### src/rtl/conv_layer_scheduler.sv
// conv_layer_scheduler
//   Runs one shared conv1d engine over every layer of a dilated causal
//   network for each input sample: pulses the left shift buffer, steps the
//   layer select through all layers, starts the engine, clocks each layer's
//   activation cache and finally strobes the network output. It flags engine
//   timeouts and samples dropped while busy.
//
// Ports
//   clk, rst     clock, asynchronous active-high reset
//   in_v         new input sample present (accepted only while in_rdy=1)
//   in_rdy       scheduler idle
//   conv_out_v   shared engine result valid (level)
//   clr_err      clears the sticky timeout/overrun flags (a set wins)
//   lsb_en       one-cycle capture pulse to the left shift buffer
//   layer_sel    layer currently mapped onto the engine
//   relu_en      high for every layer except the last
//   conv_rst     one-cycle engine reset/start pulse
//   cache_en     one-hot one-cycle pulse, bit k clocks layer k's cache
//   out_v        one-cycle network output strobe
//   timeout      sticky engine-timeout flag
//   overrun      sticky dropped-sample flag
//   last_lat     cycles of the last completed inference, SHIFT..EMIT inclusive
module conv_layer_scheduler #(
    parameter int NUM_LAYERS = 3,
    parameter int TIMEOUT    = 255,
    parameter int LW         = $clog2(NUM_LAYERS)
) (
    input  logic                  clk,
    input  logic                  rst,
    input  logic                  in_v,
    output logic                  in_rdy,
    input  logic                  conv_out_v,
    input  logic                  clr_err,
    output logic                  lsb_en,
    output logic [LW-1:0]         layer_sel,
    output logic                  relu_en,
    output logic                  conv_rst,
    output logic [NUM_LAYERS-2:0] cache_en,
    output logic                  out_v,
    output logic                  timeout,
    output logic                  overrun,
    output logic [15:0]           last_lat
);

    typedef enum logic [2:0] {
        S_IDLE,
        S_SHIFT,
        S_START,
        S_WAIT,
        S_CACHE,
        S_EMIT
    } state_t;

    localparam logic [LW-1:0] K_LAST = LW'(NUM_LAYERS - 1);
    localparam logic [15:0]   T_LAST = 16'(TIMEOUT - 1);

    state_t      r_state;
    state_t      w_next;
    logic [LW-1:0] r_k;
    logic [15:0] r_t;
    logic        r_guard;
    logic [15:0] r_lat_cnt;
    logic [15:0] r_last_lat;
    logic        r_timeout;
    logic        r_overrun;
    logic        w_done;
    logic        w_abort;

    // r_guard marks the first WAIT cycle, where the engine's stale valid is ignored.
    assign w_done  = (r_state == S_WAIT) && !r_guard && conv_out_v;
    assign w_abort = (r_state == S_WAIT) && !r_guard && !conv_out_v && (r_t == T_LAST);

    // State register
    always_ff @(posedge clk or posedge rst) begin
        if (rst) r_state <= S_IDLE;
        else     r_state <= w_next;
    end

    // Next-state logic
    always_comb begin
        w_next = r_state;
        case (r_state)
            S_IDLE:  if (in_v) w_next = S_SHIFT;
            S_SHIFT: w_next = S_START;
            S_START: w_next = S_WAIT;
            S_WAIT: begin
                if (w_done)       w_next = (r_k == K_LAST) ? S_EMIT : S_CACHE;
                else if (w_abort) w_next = S_IDLE;
            end
            S_CACHE: w_next = S_START;
            S_EMIT:  w_next = S_IDLE;
            default: w_next = S_IDLE;
        endcase
    end

    // Layer counter, WAIT counter, latency counter and sticky flags
    always_ff @(posedge clk or posedge rst) begin
        if (rst) begin
            r_k        <= '0;
            r_t        <= '0;
            r_guard    <= 1'b0;
            r_lat_cnt  <= '0;
            r_last_lat <= '0;
            r_timeout  <= 1'b0;
            r_overrun  <= 1'b0;
        end else begin
            if (w_next == S_IDLE)      r_k <= '0;
            else if (r_state == S_CACHE) r_k <= r_k + LW'(1);

            if (r_state == S_START) begin
                r_t     <= '0;
                r_guard <= 1'b1;
            end else if (r_state == S_WAIT) begin
                r_guard <= 1'b0;
                if (!r_guard && !conv_out_v) r_t <= r_t + 16'd1;
            end

            // Preloaded to 1 while idle so the SHIFT cycle already counts itself.
            if (r_state == S_IDLE)       r_lat_cnt <= 16'd1;
            else if (r_lat_cnt != '1)    r_lat_cnt <= r_lat_cnt + 16'd1;

            if (r_state == S_EMIT) r_last_lat <= r_lat_cnt;

            r_timeout <= w_abort | (r_timeout & ~clr_err);
            r_overrun <= (in_v && (r_state != S_IDLE)) | (r_overrun & ~clr_err);
        end
    end

    // Output decode (state register only)
    always_comb begin
        in_rdy    = (r_state == S_IDLE);
        lsb_en    = (r_state == S_SHIFT);
        conv_rst  = (r_state == S_START);
        out_v     = (r_state == S_EMIT);
        layer_sel = r_k;
        relu_en   = (r_k != K_LAST);
        cache_en  = '0;
        for (int unsigned i = 0; i < NUM_LAYERS - 1; i++) begin
            cache_en[i] = (r_state == S_CACHE) && (r_k == LW'(i));
        end
    end

    assign timeout  = r_timeout;
    assign overrun  = r_overrun;
    assign last_lat = r_last_lat;

endmodule
### config.mk
export PLATFORM = sky130hd
export DESIGN_NAME = conv_layer_scheduler
export DESIGN_NICKNAME = d
export VERILOG_FILES = /design/src/rtl/conv_layer_scheduler.sv
export SDC_FILE = /design/constraint.sdc
export NUM_CORES = 1
export LEC_CHECK = 0
export CORE_MARGIN = 2
export CORE_UTILIZATION = 35
export DETAILED_ROUTE_END_ITERATION = 12
export SLEW_MARGIN = 20
export SYNTH_ARGS = -nofsm -noshare
export SYNTH_HDL_FRONTEND = slang
export SYNTH_SLANG_ARGS = --single-unit
### constraint.sdc
create_clock -name clk -period 1.9 [get_ports clk]
set_input_delay 0.38 -clock clk [delete_from_list [all_inputs] [get_ports clk]]
set_output_delay 0.38 -clock clk [all_outputs]
set_load 0.1 [all_outputs]
### Word-level counts from Yosys, hierarchy flattened

Cells that the tools add are included.

* word-level logic and storage cells: 60
* register bits: 56
* bits of input ports: 5

* multiplexer cells: 14
* add/subtract/negate cells: 3
* reduce and logical (&&, ||, !) cells: 20
* bitwise logic cells: 5
* equal/unequal tests: 10

Operators with widths (count)
* $mux 16: 5
* $add 16x1->16 const B: 2
* $eq 16x8->1 const B: 1
* $ne 16x16->1 const B: 1
* $pmux 3 s4: 1
* $mux 3: 3
* $logic_and 1x1->1: 8
* $reduce_bool 2->1: 4
* $eq 3x2->1 const B: 2
* $eq 3x3->1 const B: 2
* $logic_not 3->1: 2
* $mux 2: 2
* $eq 3x1->1 const B: 1
* $mux 1: 3
* $reduce_bool 3->1: 1
* $add 2x1->2 const B: 1
* $and 1x1->1: 2
* $eq 2x1->1 const B: 1
* $eq 2x2->1 const B: 1
* $logic_not 1->1: 2
* $logic_not 2->1: 1
* $ne 2x2->1 const B: 1
* $or 1x1->1: 2
* $reduce_and 2->1: 1
* 2 further kinds: 2

### Depth between registers and ports, before layout

Gate-level depths: netlist (run 1).

* word-level depth: 9
* gate-level depth with buffers: 6
* mapped depth without buffers: 6

### Worst setup path before layout (run 1)

OpenSTA, ideal clock, no wires.

* path kind: flip-flop to output port
* from: register r_state[2]
* to: output port lsb_en
* data arrival time: 2.041 ns
* slack: -0.521 ns
* required time: 1.520 ns
* cell stages (with the launch flop): 4
* cells stage by stage: dfrtp_1 > clkbuf_1 > nand2b_1 > nor2_1

* word-level cells in the longest chain between the ends: 1

RTL lines
* start, declared: line 57 `state_t r_state;`
* start signal, assigned: line 76 `else r_state <= w_next;`
* $eq 3x1->1: line 132 `lsb_en = (r_state == S_SHIFT);`
* end, declared: line 34 `output logic lsb_en,`

Every way passes these cells.

### Worst setup path after layout (run 1)

Same ends and word-level chain as after synthesis.

==> results of run 1 <==
-- how the worst max path moves through the flow --
stage                               from                  end  slack [ns]  cells after the start
floorplan           r_state[2]$_DFF_PP0_               lsb_en       -0.05                      3
global placement              conv_out_v  r_t[11]$_DFFE_PP0P_       -0.06                      5
detailed placement            conv_out_v  r_t[14]$_DFFE_PP0P_       -0.11                      5
CTS                 r_state[2]$_DFF_PP0_               lsb_en        0.01                      4
global route        r_state[2]$_DFF_PP0_               lsb_en       -0.01                      4
finish              r_state[2]$_DFF_PP0_               lsb_en        0.05                      4
-- placed cells by master, fill, tap and decap left out, types with 12 or more instances in the layout --
| cell type | synthesis | final |
|---|---|---|
| buf_4 | 1 | 35 |
| buf_12 | 0 | 18 |
| inv_1 | 16 | 12 |
| nor2_1 | 18 | 15 |
| o21ai_0 | 22 | 22 |
| a21oi_1 | 17 | 17 |
| nand2_1 | 17 | 16 |
| dfrtp_1 | 56 | 51 |
| mux2_2 | 12 | 12 |
| nand3_1 | 15 | 14 |
-- Yosys cell counts (2+ instances only) --
library cell,count
o21ai_0,22
xor2_1,6
a211oi_1,2
a31oi_1,2
mux2_2,12
nand2b_1,4
nor2_1,18
nand3_1,15
inv_1,16
o211ai_1,3
or3_1,10
nand2_1,17
mux2i_1,4
and2_1,2
nand4_1,10
or4_1,5
ha_1,6
o31ai_1,8
a21oi_1,17
nor4_1,2
nor3_1,9
buf_2,3
and3_1,4
dfrtp_1,56
clkbuf_1,2
buf_1,3
-- worst register-to-register path, cell delays in order (launching register included) --
cell and delay [ns]:
dfrtp_1 0.40, ha_1 0.22, nand3_1 0.13, nor4_4 0.04, buf_4 0.19, or4_2 0.61
a21oi_1 0.16
-- stage by stage --
stage	setup slack [ns]	hold WS, ns	total power (uW)
floorplan	-0.0517	0.494	2820
global placement	-0.0638	0.469	3410
detailed placement	-0.114	0.471	3440
CTS	0.0144	0.447	4170
global route	-0.00972	0.466	4430
finish	0.0499	0.437	4190
-- final cells by class --
type	instances	area [sq um]	share of cell area (%)
Clock buffer	6	82.6	2.27
Sequential cell	56	1410	38.7
Inverter	16	63.8	1.75
Tap cell	102	128	3.51
Clock inverter	2	13.8	0.378
Multi-Input combinational cell	193	1280	35.2
Timing Repair Buffer	57	663	18.2
-- power groups by stage --
stage                     combinational, uW  clock (uW)  sequential (uW)
after CTS                              1910         726             1530
after detailed placement               1890           0             1550
after floorplan                         898           0             1920
after global placement                 1870           0             1540
final                                  1950         703             1540
after global routing                   2080         773             1570
-- flip-flops by register name, summed over array words and instances, names as in the netlist --
register and flops:
last_lat 16, layer_sel 2, overrun 1, r_guard 1
r_lat_cnt 16, r_state 3, r_t 16, timeout 1
-- routing by layer --
| metal | GRT usage (%) | share of wire, % |
|---|---|---|
| met1 | 21.8 | 50 |
| met2 | 21.7 | 43 |
| met3 | 3.42 | 4.8 |
| met4 | 6.62 | 2.3 |
| met5 | 0 | 0 |
-- cells by family after synthesis --
kind of cell / synth area share, %
adders and majority gates: 2.72
xor gates and xnor gates: 1.90
and+or+nand+nor: 22.3
muxes: 6.35
DFF: 50.8
buffers and inverters: 3.67
AOI/OAI and AO/OA: 12.3
-- timing repair --
item / in CTS / in global routing
setup endpoints to repair: 3 / 8
setup buffers: 0 / 2
cloned: 0 / 0
gates resized for setup: 5 / 6
==> flow_metrics.tcl, run 1 <==
set metrics [dict create \
    setup_tns_ns 0 \
    grtUsageTotal_pct 15.1 \
    utilization_pct 47.3 \
    grt_pass1_vias 2203 \
    final.fill_count 723 \
    path_max_fanout 8 \
    syn_area_sq_mm 0.00276 \
    power.switching_uw 1900 \
    port_buffers 31 \
    floorplan.initialDensity_pct 35.9 \
    clock_latency_ns 0.32 \
    synth_seq_cells 56 \
    synthTopCellsByArea "dfrtp_1 51%, mux2_2 4.9%, o21ai_0 4.0%, a21oi_1 3.1%, ha_1 2.7%" \
    vias_per_cell 5.21 \
    worstSetupStartpointType "register" \
    synth_seq_area_share_pct 50.8 \
    grt_setup_unrepaired "yes" \
    die_w_um 92.8 \
    path_cells "buf_4, nand2b_2, nor2_4, buf_12" \
    h-tree-depth 2 \
    avgSynthCellArea_sq_um 10.1 \
    min_period_over_period_pct 97.4 \
    reg2regPathDepth 6 \
    die_h_um 92.8 \
    antenna_found_initial 0 \
    drtPass1Iterations 4 \
    cts_made_buffers 5 \
    worst-path-buf-inv 2 \
    clk_path_buf_depth 2 \
    setup_viol 0 \
    power.density_mw_per_mm2 1150 \
    worst_pin_slew_ns 0.343 \
    path_delay_family "flip-flops" \
    final_area_sq_mm 0.00364 \
    final.min_clock_period_ns 1.85 \
    cpMaxStageDelayCell "dfrtp_2" \
    fp-row-count 32 \
    clockPowerShare_pct 16.8 \
    yosysTopAreaCellShare_pct 50.8 \
    max_freq_mhz 541 \
    wl_um 6100 \
    nets 340 \
    r2r_end "r_lat_cnt[7]$_DFFE_PP0P_" \
    grt_pass1_wl_um 10500 \
    ctsRootBufferMaster "clkbuf_8" \
    dp_cells 422 \
    drc_errors 0 \
    yosysTopAreaCell "dfrtp_1" \
    synthesis.instances 274 \
    drive_above_1_share_pct 29.7 \
    cts_hold_buf 0 \
    worst_path_largest_cell_delay_ns 0.46 \
    vias 2250 \
    p_seq_share_pct 36.6 \
    required_ns 1.52 \
    cts_tree "done" \
    finClkSkew_ns 0.0141 \
    crit_path_end_kind "output port" \
    hold_violations 0 \
    antennaDiodeCount 0 \
    hold_path_class "input port to async pin" \
    vdd_ir_drop_max_mv 0.908 \
    cts_sinks 56 \
    dp_hpwl_um 4230 \
    num_io_pins 32 \
    instances_no_fill 432 \
    synthArstFlopShare_pct 100 \
    relSlewSlack_pct 76.9 \
    place_area_sq_mm 0.00350 \
    maxCapViolations 0 \
    arrival_ns 1.47 \
    r2r_start "r_lat_cnt[0]$_DFFE_PP0P_" \
    syn_to_final_growth_pct 31.9 \
    ys_types 42 \
    yosysWarnings 0 \
    synth_edf_count 0 \
    status "finished clean" \
    first_iter_violations 96 \
    p_int_uw 2300 \
    gp_congestion 0.782 \
    syn_nets 285 \
    grt_max_degree 57 \
    path_class "register to output port" \
    path_clk_slew_ns 0.10 \
    ff2ff_setup_slack_ns 0.08 \
    post_drt_wl_per_cell_um 14.1 \
    drv_slew 0 \
    leakagePower_uw 0.00159 \
    core_area_sq_mm 0.00769 \
    combPwrFrac_pct 46.6 \
    grt_overflow_total 0 \
    synth_ff_type "dfrtp_1" \
    die_area_sq_mm 0.00861 \
    postRouteAntennaNets 0 \
    sw_frac_of_total_pct 45.2 \
]
(Power assumes the default switching activity.)
==> run 2: changes to the inputs <==
--- a/config.mk
+++ b/config.mk
@@ -5,9 +5,9 @@
 export SDC_FILE = /design/constraint.sdc
 export NUM_CORES = 1
 export LEC_CHECK = 0
-export CORE_MARGIN = 2
 export CORE_UTILIZATION = 35
 export DETAILED_ROUTE_END_ITERATION = 12
+export HOLD_SLACK_MARGIN = 0.12
 export SLEW_MARGIN = 20
 export SYNTH_ARGS = -nofsm -noshare
 export SYNTH_HDL_FRONTEND = slang
==> constraint.sdc (replaced) <==
create_clock -name clk -period 1.7 [get_ports clk]
set_input_delay 0.34 -clock clk [delete_from_list [all_inputs] [get_ports clk]]
set_output_delay 0.34 -clock clk [all_outputs]
set_load 0.1 [all_outputs]
==> flow_metrics.tcl, run 2 (synthesis results as in run 1) <==
set metrics [dict create \
    cts_made_buffers 5 \
    wl_um 6420 \
    maxUsedRoutingLayer "met4" \
    relSlewSlack_pct 69.6 \
    finClkSkew_ns 0.0106 \
    cts_sinks 56 \
    dp_hpwl_um 4660 \
    pre_cts_ws_ns -0.278 \
    reg2regPathDepth 4 \
    core_area_sq_mm 0.00769 \
    die_w_um 90.8 \
    die_h_um 90.8 \
    ff2ff_setup_slack_ns 0.06 \
    worst_pin_slew_ns 0.454 \
    path_clk_slew_ns 0.10 \
    max_freq_mhz 600 \
    hold_path_class "input port to async pin" \
    path_class "register to output port" \
    vias 2377 \
    drc_errors 0 \
    wl_met3_um 202 \
    port_buffers 31 \
    instances_no_fill 461 \
    h-tree-depth 2 \
    multi_input_area_sq_mm 0.00138 \
    gp_congestion 0.845 \
    grt_max_degree 23 \
    wl_met2_um 3050 \
    antennaDiodeCount 0 \
    dp_cells 440 \
    drive_above_1_share_pct 39.6 \
    post_drt_wl_per_cell_um 13.9 \
    r2r_end "r_lat_cnt[13]$_DFFE_PP0P_" \
    grt_setup_unrepaired "yes" \
    leakagePower_uw 0.00177 \
    final.min_clock_period_ns 1.67 \
    cts_tree "done" \
    grt_pass1_vias 2374 \
    regArea_sq_mm 0.00141 \
    nets 370 \
    min_period_over_period_pct 98.1 \
    antenna_found_initial 0 \
    grtUsageTotal_pct 16.6 \
    ctsRootBufferMaster "clkbuf_8" \
    crit_path_end_kind "output port" \
    required_ns 1.36 \
    grt_pass1_wl_um 11000 \
    drv_slew 0 \
    path_max_fanout 4 \
    status "finished clean" \
    power.density_mw_per_mm2 1250 \
    layout.cells.most_common "buf_4" \
    vdd_ir_drop_max_mv 1.13 \
    maxCapViolations 0 \
    grt_overflow_total 0 \
    cp-startpoint "r_state[2]$_DFF_PP0_" \
    clock_latency_ns 0.31 \
    setup_ws_ns 0.0320 \
    path_cells "buf_6, nand2b_4, nor2_4, buf_12" \
    arrival_ns 1.33 \
    postRouteAntennaNets 0 \
    final.fill_count 688 \
    hold_violations 0 \
    vias_per_cell 5.16 \
    drtPass1Iterations 4 \
    cpMaxStageDelayCell "dfrtp_2" \
    worst_path_largest_cell_delay_ns 0.45 \
    fp-row-count 32 \
    clk_path_buf_depth 2 \
    num_io_pins 32 \
    final_cell_mix "52 x buf_4, 51 x dfrtp_1, 29 x buf_12" \
    drt-met1-wl_um 3070 \
    r2r_start "r_lat_cnt[11]$_DFFE_PP0P_" \
    floorplan.initialDensity_pct 35.9 \
    syn_to_final_growth_pct 48.8 \
    setup_viol 0 \
    first_iter_violations 93 \
    crit_path_end "lsb_en" \
    die_area_sq_mm 0.00824 \
    worstSetupStartpointType "register" \
]
==> run 2: critical path: cells and delay by family (launching register included) <==
kind	cells	cell delay [ns]
flops	1	0.45
simple gates	2	0.26
buf+inv	2	0.31
==> run 2: how the worst min path moves through the flow <==
stage	from	end	slack, ns	cells past startpoint
after floorplan	rst	last_lat[0]$_DFFE_PP0P_	0.42	1
after global placement	r_t[3]$_DFFE_PP0P_	r_t[3]$_DFFE_PP0P_	0.53	2
after detailed placement	last_lat[7]$_DFFE_PP0P_	last_lat[7]$_DFFE_PP0P_	0.53	2
after CTS	rst	last_lat[15]$_DFFE_PP0P_	0.40	2
after global routing	rst	last_lat[15]$_DFFE_PP0P_	0.41	2
final	rst	r_t[11]$_DFFE_PP0P_	0.39	2
==> run 2: power by group <==
group	internal, uW	switching, uW
combinational	1070	1620
sequential	1520	208
clock	280	420
==> run 2: timing repair <==
item                       in CTS  in global routing
pin swaps                       5                  5
setup endpoints to repair       7                 20
gates resized for setup        15                 19
hold buffers                    0                  0
buffers inserted               10                  6
==> run 2: per-layer routing <==
metal  global-route usage, %  up-vias
li1                        -     1166
met1                    21.6     1164
met2                    27.0       40
met3                    3.28        7
met4                    7.01        0
met5                       0        -
==> run 2: final cells by class <==
cell class                 count  area share (%)
clock buffer                   5            1.68
clock inverter                 2           0.305
inverter                      16            1.92
multi-input combinational    193            33.5
sequential                    56            34.3
tap                          102            3.11
timing repair buffer          87            25.2
==> run 2: metrics by stage <==
step	instance area (sq um)	hold WS [ns]	TNS [ns]	util, %	total power [uW]
finish	4110	0.389	0	53.4	5130
global route	4110	0.405	-0.0822	53.4	5410
CTS	3990	0.401	0	51.9	5010
detailed placement	3820	0.533	-2.35	49.7	4120
global placement	3820	0.526	-1.83	49.7	4090
floorplan	2810	0.420	0	-	3180
==> run 3: changes to the inputs <==
--- a/config.mk
+++ b/config.mk
@@ -5,6 +5,7 @@
 export SDC_FILE = /design/constraint.sdc
 export NUM_CORES = 1
 export LEC_CHECK = 0
+export CORE_MARGIN = 1.5
 export CORE_UTILIZATION = 35
 export DETAILED_ROUTE_END_ITERATION = 12
 export HOLD_SLACK_MARGIN = 0.12
==> flow_metrics.tcl, run 3 (synthesis results as in run 1) <==
set metrics [dict create \
    status "finished clean" \
    cpMaxStageDelayCell "dfrtp_2" \
    power.density_mw_per_mm2 1260 \
    cts_made_buffers 5 \
    gp_congestion 0.833 \
    worst_pin_slew_ns 0.384 \
    hold_violations 0 \
    final.min_clock_period_ns 1.69 \
    first_iter_violations 199 \
    num_io_pins 32 \
    postRouteAntennaNets 0 \
    cts_tree "done" \
    wl_um 6500 \
    drive_above_1_share_pct 38.2 \
    grt_overflow_total 0 \
    final_cell_mix "51 x dfrtp_1, 49 x buf_4, 29 x buf_12" \
    antennaDiodeCount 0 \
    pre_cts_ws_ns -0.330 \
    grt_max_degree 57 \
    max_freq_mhz 593 \
    grt_pass1_wl_um 11400 \
    antenna_found_initial 0 \
    relSlewSlack_pct 74.2 \
    path_clk_slew_ns 0.11 \
    r2r_end "r_lat_cnt[7]$_DFFE_PP0P_" \
    reg2regPathDepth 6 \
    ff2ff_setup_slack_ns 0.08 \
    grtUsageTotal_pct 16.7 \
    r2r_start "r_lat_cnt[10]$_DFFE_PP0P_" \
    clock_latency_ns 0.31 \
    worstSetupStartpointType "register" \
    arrival_ns 1.35 \
    final_area_sq_mm 0.00406 \
    floorplan.initialDensity_pct 35.9 \
    maxCapViolations 0 \
    post_drt_wl_per_cell_um 14.2 \
    die_h_um 91.8 \
    required_ns 1.36 \
    cts_sinks 56 \
    grt_setup_unrepaired "yes" \
    die_w_um 91.8 \
    path_max_fanout 4 \
    final.fill_count 713 \
    vdd_ir_drop_max_mv 1.04 \
    place_area_sq_mm 0.00381 \
    h-tree-depth 2 \
    layout.cells.most_common "dfrtp_1" \
    setup_viol 0 \
    fp-row-count 32 \
    finClkSkew_ns 0.0133 \
    port_buffers 31 \
    min_period_over_period_pct 99.2 \
    core_area_sq_mm 0.00769 \
    path_class "register to output port" \
    worst_path_largest_cell_delay_ns 0.46 \
    drv_slew 0 \
    leakagePower_uw 0.00174 \
    ctsRootBufferMaster "clkbuf_8" \
    drtPass1Iterations 4 \
    crit_path_end_kind "output port" \
    vias 2426 \
    setup_ws_ns 0.0138 \
    nets 366 \
    cts_hold_buf 0 \
    vias_per_cell 5.30 \
    crit_path_end "lsb_en" \
    die_area_sq_mm 0.00842 \
    dp_hpwl_um 4640 \
    hold_path_class "input port to async pin" \
    syn_to_final_growth_pct 47.3 \
    cp-startpoint "r_state[2]$_DFF_PP0_" \
    drc_errors 0 \
    grt_pass1_vias 2374 \
    clk_path_buf_depth 2 \
    path_cells "buf_6, nand2b_4, nor2_4, buf_12" \
]
run 3: layout make-up:
type | count | area [sq um] | area share [%]
Multi-Input combinational cell | 193 | 1360 | 33.5
Tap cell | 102 | 128 | 3.14
Clock buffer | 6 | 72.6 | 1.79
Sequential cell | 56 | 1410 | 34.6
Inverter | 16 | 76.3 | 1.88
Timing Repair Buffer | 83 | 1000 | 24.6
Clock inverter | 2 | 16.3 | 0.400
run 3: report_power, final:
group	internal, uW	switching [uW]
sequential	1520	207
combinational	1020	1610
clock	295	445
total	2840	2260
run 3: through the flow:
stage          setup TNS [ns]  instances  utilization, %  hold WS, ns  power (uW)
2_1_floorplan               0        274               -        0.420        3180
3_3_place_gp            -1.81        440            49.6        0.527        4110
3_5_place_dp            -2.47        440            49.6        0.529        4140
4_1_cts               -0.0111        455            51.9        0.455        5060
5_1_grt               -0.0930        458            52.8        0.464        5380
6_report                    0        458            52.8        0.445        5110
run 3: worst min-delay path by stage:
stage	endpoint	depth (start not counted)	slack, ns	from
global placement	r_t[3]$_DFFE_PP0P_	2	0.53	r_t[3]$_DFFE_PP0P_
detailed placement	timeout$_DFF_PP0_	1	0.53	timeout$_DFF_PP0_
floorplan	last_lat[0]$_DFFE_PP0P_	1	0.42	rst
global route	r_lat_cnt[8]$_DFFE_PP0P_	3	0.46	rst
finish	r_lat_cnt[4]$_DFFE_PP0P_	3	0.44	rst
CTS	r_lat_cnt[8]$_DFFE_PP0P_	3	0.45	rst
run 3: routing by layer:
| metal | global-route usage [%] | routed length [um] |
|---|---|---|
| met5 | 0 | 0 |
| met4 | 6.03 | 131 |
| met3 | 3.65 | 296 |
| met2 | 26.9 | 3050 |
| met1 | 22.2 | 3020 |
run 3: what timing repair did:
item                       4_1_cts  5_1_grt
pin swaps                        2        5
buffers inserted                 7        3
resized for setup               13       14
setup endpoints to repair        8       15
run 3: worst max-delay path, delay by kind of cell (launching register included):
family                 cells  cell delay (ns)
and+or+nand+nor            2             0.26
DFF                        1             0.46
buffers and inverters      2             0.32
